## src/rtl/alu_share_arbiter.sv

```systemverilog
// Round-robin arbiter sharing one combinational ALU among NUM_REQ requesters, with a
// one-entry registered response slot. Define ALU_ARB_FIXED_PRIO_EN for fixed priority.
module alu_share_arbiter #(
  parameter int NUM_REQ = 2,
  parameter int ID_W    = 2
) (
  input  logic                  clk,
  input  logic                  rst,
  input  logic [NUM_REQ-1:0]    req_valid,
  output logic [NUM_REQ-1:0]    req_ready,
  input  logic [NUM_REQ*32-1:0] req_rs1,
  input  logic [NUM_REQ*32-1:0] req_rs2,
  input  logic [NUM_REQ*32-1:0] req_imm,
  input  logic [NUM_REQ*32-1:0] req_pc,
  input  logic [NUM_REQ*6-1:0]  req_instr_id,
  output logic [31:0]           alu_rs1,
  output logic [31:0]           alu_rs2,
  output logic [31:0]           alu_imm,
  output logic [31:0]           alu_pc,
  output logic [5:0]            alu_instr_id,
  input  logic [31:0]           alu_result,
  output logic                  resp_valid,
  output logic [ID_W-1:0]       resp_id,
  output logic [31:0]           resp_data,
  input  logic                  resp_ready
);

  localparam int PTR_W = $clog2(NUM_REQ);

  logic [PTR_W-1:0] rr_ptr;
  logic [PTR_W-1:0] winner;
  logic [PTR_W:0]   cand;
  logic             found;
  logic             slot_free;
  logic             grant;

  // A new result may enter the slot when it is empty or being drained this cycle.
  assign slot_free = !resp_valid || resp_ready;
  assign grant     = found && slot_free && !rst;

  // NOTE: every signal written in always_comb gets a default first, so no latch is inferred.
  always_comb begin
    found  = 1'b0;
    winner = '0;
    cand   = '0;
    for (int k = 0; k < NUM_REQ; k++) begin
      cand = {1'b0, rr_ptr} + (PTR_W+1)'(k);
      if (cand >= (PTR_W+1)'(NUM_REQ)) cand = cand - (PTR_W+1)'(NUM_REQ);
      if (!found && req_valid[cand[PTR_W-1:0]]) begin
        found  = 1'b1;
        winner = cand[PTR_W-1:0];
      end
    end
  end

  always_comb begin
    req_ready    = '0;
    alu_rs1      = '0;
    alu_rs2      = '0;
    alu_imm      = '0;
    alu_pc       = '0;
    alu_instr_id = '0;
    if (grant) begin
      req_ready[winner] = 1'b1;
      alu_rs1           = req_rs1[32*int'(winner) +: 32];
      alu_rs2           = req_rs2[32*int'(winner) +: 32];
      alu_imm           = req_imm[32*int'(winner) +: 32];
      alu_pc            = req_pc[32*int'(winner) +: 32];
      alu_instr_id      = req_instr_id[6*int'(winner) +: 6];
    end
  end

  // NOTE: sequential state uses <= so every flop samples pre-edge values regardless of block order.
  always_ff @(posedge clk) begin
    if (rst) begin
      resp_valid <= 1'b0;
      resp_id    <= '0;
      resp_data  <= '0;
    end else if (grant) begin
      resp_valid <= 1'b1;
      resp_id    <= ID_W'(winner);
      resp_data  <= alu_result;
    end else if (resp_ready) begin
      resp_valid <= 1'b0;
    end
  end

`ifdef ALU_ARB_FIXED_PRIO_EN
  assign rr_ptr = '0;
`else
  // The requester just served drops to lowest priority.
  always_ff @(posedge clk) begin
    if (rst) begin
      rr_ptr <= '0;
    end else if (grant) begin
      rr_ptr <= (winner == PTR_W'(NUM_REQ-1)) ? '0 : winner + 1'b1;
    end
  end
`endif

endmodule

```

## config.mk

```make
export PLATFORM = sky130hd
export DESIGN_NAME = alu_share_arbiter
export DESIGN_NICKNAME = d
export VERILOG_FILES = /design/src/rtl/alu_share_arbiter.sv
export SDC_FILE = /design/constraint.sdc
export NUM_CORES = 1
export LEC_CHECK = 0
export CELL_PAD_IN_SITES_DETAIL_PLACEMENT = 0
export CELL_PAD_IN_SITES_GLOBAL_PLACEMENT = 1
export CORE_AREA = 3 3 185 187
export CTS_BUF_LIST = sky130_fd_sc_hd__clkbuf_8
export DETAILED_ROUTE_END_ITERATION = 16
export DIE_AREA = 0 0 188 190
export HOLD_SLACK_MARGIN = 0.08
export PLACE_DENSITY = 0.63
export SLEW_MARGIN = 20
export SYNTH_ARGS = -nofsm -noshare
export SYNTH_HDL_FRONTEND = slang
export SYNTH_SLANG_ARGS = --single-unit
```

## constraint.sdc

```tcl
create_clock -name clk -period 2.2 [get_ports clk]
set_clock_uncertainty 0.05 [all_clocks]
set_input_delay 0.22 -clock clk [delete_from_list [all_inputs] [get_ports clk]]
set_output_delay 0.22 -clock clk [all_outputs]
set_load 0.01 [all_outputs]
```

==> results of run 1 <==
worst min-delay path by stage:
| stage | from | end | slack (ns) | cells past startpoint |
|---|---|---|---|---|
| 3_3_place_gp | resp_data[28]$_SDFFE_PP0P_ | resp_data[28]$_SDFFE_PP0P_ | 0.41 | 2 |
| 2_1_floorplan | alu_result[0] | resp_data[0]$_SDFFE_PP0P_ | 0.33 | 2 |
| 6_report | req_valid[1] | rr_ptr$_SDFFE_PP0P_ | 0.36 | 3 |
| 4_1_cts | req_valid[1] | rr_ptr$_SDFFE_PP0P_ | 0.34 | 3 |
| 3_5_place_dp | resp_data[6]$_SDFFE_PP0P_ | resp_data[6]$_SDFFE_PP0P_ | 0.42 | 2 |
| 5_1_grt | req_valid[1] | rr_ptr$_SDFFE_PP0P_ | 0.36 | 3 |
what timing repair did:
| action | 4_1_cts | 5_1_grt |
|---|---|---|
| pin swaps | 3 | 13 |
| setup buffers | 13 | 2 |
| gates cloned | 4 | 3 |
| setup endpoints to repair | 135 | 104 |
| gates resized for setup | 453 | 77 |
routing by layer:
layer | routed length [microns] | vias up
met4 | 159 | 4
met3 | 2080 | 15
met1 | 9750 | 2261
met5 | 27 | -
met2 | 12200 | 261
li1 | - | 2300
logic make-up after synthesis:
group                  Yosys count  share of synthesized area [%]
AO/OA/AOI/OAI                  204                           56.2
flip-flops                      35                           25.6
AND/OR/NAND/NOR                 37                           10.4
buffers and inverters           50                           7.64
other                            1                          0.137
tightest hold or removal path: cells and delay by family:
family | cells | cell delay [ns]
buffers and inverters | 1 | 0.21
AO/OA/AOI/OAI | 1 | 0.08
AND/OR/NAND/NOR | 1 | 0.16
cells in the mapped netlist:
library cell	n	area, sq um
a211oi_1	1	7.51
nor2_1	1	3.75
buf_4	1	7.51
nor2b_1	1	6.26
a31o_2	1	8.76
and2_1	1	6.26
o21ai_0	33	165
a22o_1	134	1170
buf_1	7	26.3
clkbuf_1	26	97.6
inv_1	1	3.75
a21oi_1	34	170
nand2b_1	1	6.26
conb_1	1	3.75
buf_2	14	70.1
o2111a_1	1	11.3
inv_2	1	3.75
nand3b_1	32	240
dfxtp_1	35	701
nor4_4	1	21.3
state kept, by name, indices dropped and copies added (netlist names):
signal / flops
resp_data: 32
resp_id: 1
resp_valid: 1
rr_ptr: 1
metrics by stage:
| stage | utilization (%) | TNS (ns) |
|---|---|---|
| 4_1_cts | 25.9 | -0.441 |
| 6_report | 25.4 | 0 |
| 5_1_grt | 25.4 | -0.483 |
| 2_1_floorplan | - | 0 |
| 3_3_place_gp | 25.5 | -46.52 |
| 3_5_place_dp | 25.5 | -46.07 |
power groups by stage:
stage | Sequential, mW | Clock [mW] | Combinational, mW
after floorplan | 0.731 | 0 | 0.427
after global placement | 0.710 | 0 | 1.61
after detailed placement | 0.712 | 0 | 1.61
after CTS | 0.698 | 0.762 | 1.58
after global routing | 0.704 | 0.784 | 1.65
final | 0.698 | 0.721 | 1.55
layout make-up:
class / instances / share of cell area [%]
repair buffers: 536 / 60.4
multi-input cells: 242 / 22.8
flip-flops and latches: 35 / 8.48
well taps: 442 / 6.67
clock buffers: 5 / 0.830
clock inverters: 3 / 0.815
inverters: 2 / 0.0906
==> results.yml, run 1 <==
floorplan:
  rows: 66
  die_h_microns: 190
  start_util_pct: 8.38
  die_width_microns: 188
  core-area_sq_um: 32600
  io_pins: 476
  dieArea_sq_um: 35700
final_layout:
  design_area_sq_um: 8290
  syn2layout_area_growth_pct: 203
  final_cell_mix: "clkdlybuf4s50_1 (334), a22o_1 (130), buf_2 (91), a21oi_1 (34)"
  fin_nets: 1127
  fin_cells: 1265
  diodes: 0
  multiInputGateArea_sq_um: 1890
  final_common_cell: "clkdlybuf4s50_1"
  fillers: 3596
  drive_gt1_share_pct: 25.5
  regArea_sq_um: 703
worst_setup_path:
  cp_cell_sequence: "nor2b_4 > nor4_4 > buf_4 > buf_12 > buf_4 > buf_12 > a22o_1 > clkdlybuf4s15_1"
  r2r-end: "resp_id[0]$_SDFFE_PP0P_"
  worstRegToRegCells: 5
  rrSetupSlack_ns: 0.67
  crit_family: "buffers and inverters"
  crit_fanout: 10
  cp_slowest_stage_delay_ns: 0.33
  cp_slowest_cell: "dfxtp_2"
  cp_data_arrival_time_ns: 1.89
  worstPathRequired_ns: 1.93
  criticalPathCategory: "reg -> out"
  crit_end: "alu_imm[15]"
  cp_num_buf_inv: 5
  r2r-start: "resp_valid$_SDFFE_PP0P_"
  cp-end-kind: "output port"
  worstSetupPathDepth: 8
  cp-start-kind: "flop"
  crit_start: "resp_valid$_SDFFE_PP0P_"
cts:
  cts_max_level: 2
  cts_root_buf: "clkbuf_8"
  cts_buffers: 5
  path_clk_slew_ns: 0.08
  cts_tree: "yes"
  clockBufferDepth: 2
  clock_latency_ns: 0.29
  postCtsHoldBufs: 0
  numClockSinks: 35
global_route:
  grt_overflow_total: 0
  antenna_found_initial: 5
  grtUsageMet2_pct: 22.1
  grt_util_all_layers_pct: 12.2
  grt_pass1_wl_mm: 33.3
  top_usage_layer: "met2"
  met3_usage_pct: 3.85
  grt.met1_usage_pct: 14.6
  grt_pass1_vias: 5157
  grt_max_degree: 66
sta:
  hold_viol: 0
  finalSetupViolCount: 0
  period_share_pct: 98.2
  grt_setup_unrepaired: "yes"
  layout_setup_ws_ns: 0.0393
  period_minus_slack_ns: 2.16
  hold-worst-slack_ns: 0.364
  final-max-slew-violation-count: 0
  fmax_mhz: 463
place:
  placed_area_sq_um: 8310
  dp_hpwl_mm: 19.6
  dp_cells: 1237
  gp_congestion: 0.780
  dp_slack_ns: -0.502
  io_buffers: 474
hold_path:
  hold_class: "in -> reg"
detailed_routing:
  wl_per_cell_microns: 19.1
  dr.pass1.iters: 4
  drt_wl_total_mm: 24.2
  vias_per_cell: 3.83
  vias: 4841
  route.detailed.drc: 0
  ant_nets: 0
  drt-initial-drc-count: 153
run:
  drv_cap: 0
pwr:
  p_switching_mw: 0.858
  clkPwrFrac_pct: 24.3
  intPower_mw: 2.11
  power_density_nw_per_um2: 358
  combPwrFrac_pct: 52.2
  swShare_pct: 28.9
  p_seq_share_pct: 23.5
  totalPowerFinal_mw: 2.97
  p_leak_nw: 3.47
  vdd_drop_max_uv: 200
run_status:
  outcome: "finished clean"
synthesis:
  ys_types: 20
  synthesis.area_sq_um: 2730
  yosysWarningCount: 0
  syn-num-nets: 632
  syn_inst: 327
  ys_ff_latch: 35
  ys_seq_area_share_pct: 25.6
  avgSynthCellArea_sq_um: 8.36
No activity file was read; power rests on OpenSTA's default activity.
==> run 2: changes to the inputs <==
- RECOVER_POWER: not set -> 100
==> run 2 against run 1 <==
Net effect:
- setup slack is essentially flat
- clock power is essentially flat
- maximum frequency is essentially flat
- sequential power is essentially flat
- sequential cell count is the same
- core utilization is essentially flat
- first-iteration DRC count is the same
- routed wire length is the same
- combinational power is essentially flat
- via count is the same
==> results.yml, run 2 (synthesis gave the netlist of run 1 again) <==
sta:
  hold_viol: 0
  final-max-slew-violation-count: 0
  finalSetupTns_ns: 0
  layout_setup_ws_ns: 0.0393
  period_share_pct: 98.2
  relSlewSlack_pct: 46.4
  fmax_mhz: 463
  tightest_slew_ns: 0.804
  period_minus_slack_ns: 2.16
  grt_setup_unrepaired: "yes"
  finalSetupViolCount: 0
hold_path:
  hold_class: "in -> reg"
detailed_routing:
  vias: 4841
  drt-initial-drc-count: 153
  vias_per_cell: 3.83
  drt_wl_total_mm: 24.2
  ant_nets: 0
  dr.pass1.iters: 4
  route.detailed.drc: 0
  wl_per_cell_microns: 19.1
global_route:
  grt.met1_usage_pct: 14.6
  grt_pass1_wl_mm: 33.3
  grt_pass1_vias: 5157
  antenna_found_initial: 5
  grtUsageMet2_pct: 22.1
  met3_usage_pct: 3.85
  grt_max_degree: 66
  grt_util_all_layers_pct: 12.2
  top_usage_layer: "met2"
  grt_overflow_total: 0
floorplan:
  dieArea_sq_um: 35700
  die_h_microns: 190
  io_pins: 476
  die_width_microns: 188
  core-area_sq_um: 32600
  rows: 66
  start_util_pct: 8.38
cts:
  cts_root_buf: "clkbuf_8"
  clockBufferDepth: 2
  clock_latency_ns: 0.29
  cts_tree: "yes"
  cts_buffers: 5
  cts_max_level: 2
  path_clk_slew_ns: 0.08
  numClockSinks: 35
final_layout:
  final_common_cell: "clkdlybuf4s50_1"
  largest_register_ffs: 32
  diodes: 0
  final_cell_mix: "clkdlybuf4s50_1 (334), a22o_1 (130), buf_2 (91), a21oi_1 (34)"
  fin_util_pct: 25.4
  fin_nets: 1127
  fin_cells: 1265
  drive_gt1_share_pct: 25.5
  design_area_sq_um: 8290
  top_register: "resp_data"
  syn2layout_area_growth_pct: 203
place:
  dp_slack_ns: -0.502
  io_buffers: 474
  gp_congestion: 0.780
  dp_hpwl_mm: 19.6
  dp_cells: 1237
  placed_area_sq_um: 8310
run:
  drv_cap: 0
worst_setup_path:
  cp-end-kind: "output port"
  cp_data_arrival_time_ns: 1.89
  cp_slowest_stage_delay_ns: 0.33
  criticalPathCategory: "reg -> out"
  crit_fanout: 10
  cp-start-kind: "flop"
  worstPathRequired_ns: 1.93
  cp_num_buf_inv: 5
  cp_slowest_cell: "dfxtp_2"
  crit_family: "buffers and inverters"
  cp_cell_sequence: "nor2b_4 > nor4_4 > buf_4 > buf_12 > buf_4 > buf_12 > a22o_1 > clkdlybuf4s15_1"
pwr:
  p_leak_nw: 3.47
  power_density_nw_per_um2: 358
  vdd_drop_max_uv: 200
run_status:
  outcome: "finished clean"
==> run 2: final timing paths <==
kind / start / end / slack [ns] / depth (start not counted)
min: req_valid[1] / rr_ptr$_SDFFE_PP0P_ / 0.36 / 3
min reg2reg: resp_data[1]$_SDFFE_PP0P_ / resp_data[1]$_SDFFE_PP0P_ / 0.43 / 2
max: resp_valid$_SDFFE_PP0P_ / alu_imm[15] / 0.04 / 8
max reg2reg: resp_valid$_SDFFE_PP0P_ / resp_id[0]$_SDFFE_PP0P_ / 0.34 / 5
==> run 2: layer usage <==
metal / wire (microns) / share of wire [%]
met2: 12200 / 50
met5: 27 / 0.11
met3: 2080 / 8.6
met4: 159 / 0.66
met1: 9750 / 40
==> run 2: cell type report <==
type | count | area, sq um
clock inverter | 3 | 67.6
inverter | 2 | 7.51
sequential | 35 | 703
clock buffer | 5 | 68.8
fill | 3597 | 24300
tap | 442 | 553
timing repair buffer | 536 | 5000
multi-input combinational | 242 | 1890
==> run 2: worst register-to-register path, stage by stage (launching register included) <==
cell and delay, ns:
dfxtp_2 0.33, buf_4 0.13, nand2b_1 0.10, clkbuf_2 0.64, o21ai_0 0.22, a31o_2 0.29
==> run 2: through the flow <==
stage,power (mW),hold slack (ns)
global placement,2.32,0.410
CTS,3.04,0.340
global route,3.14,0.363
floorplan,1.16,0.330
finish,2.97,0.364
detailed placement,2.32,0.418
==> run 2: where the power goes <==
part           switching, mW  internal, mW  total, mW
clock                  0.269         0.453      0.721
sequential            0.0201         0.678      0.698
combinational          0.569         0.980       1.55
==> run 2: repair_timing <==
item / in CTS / in global routing
gates resized for setup: 453 / 77
setup buffers: 13 / 2
hold buffers: 0 / 0
pin swaps: 3 / 13
cloned: 4 / 3
setup endpoints to repair: 135 / 104
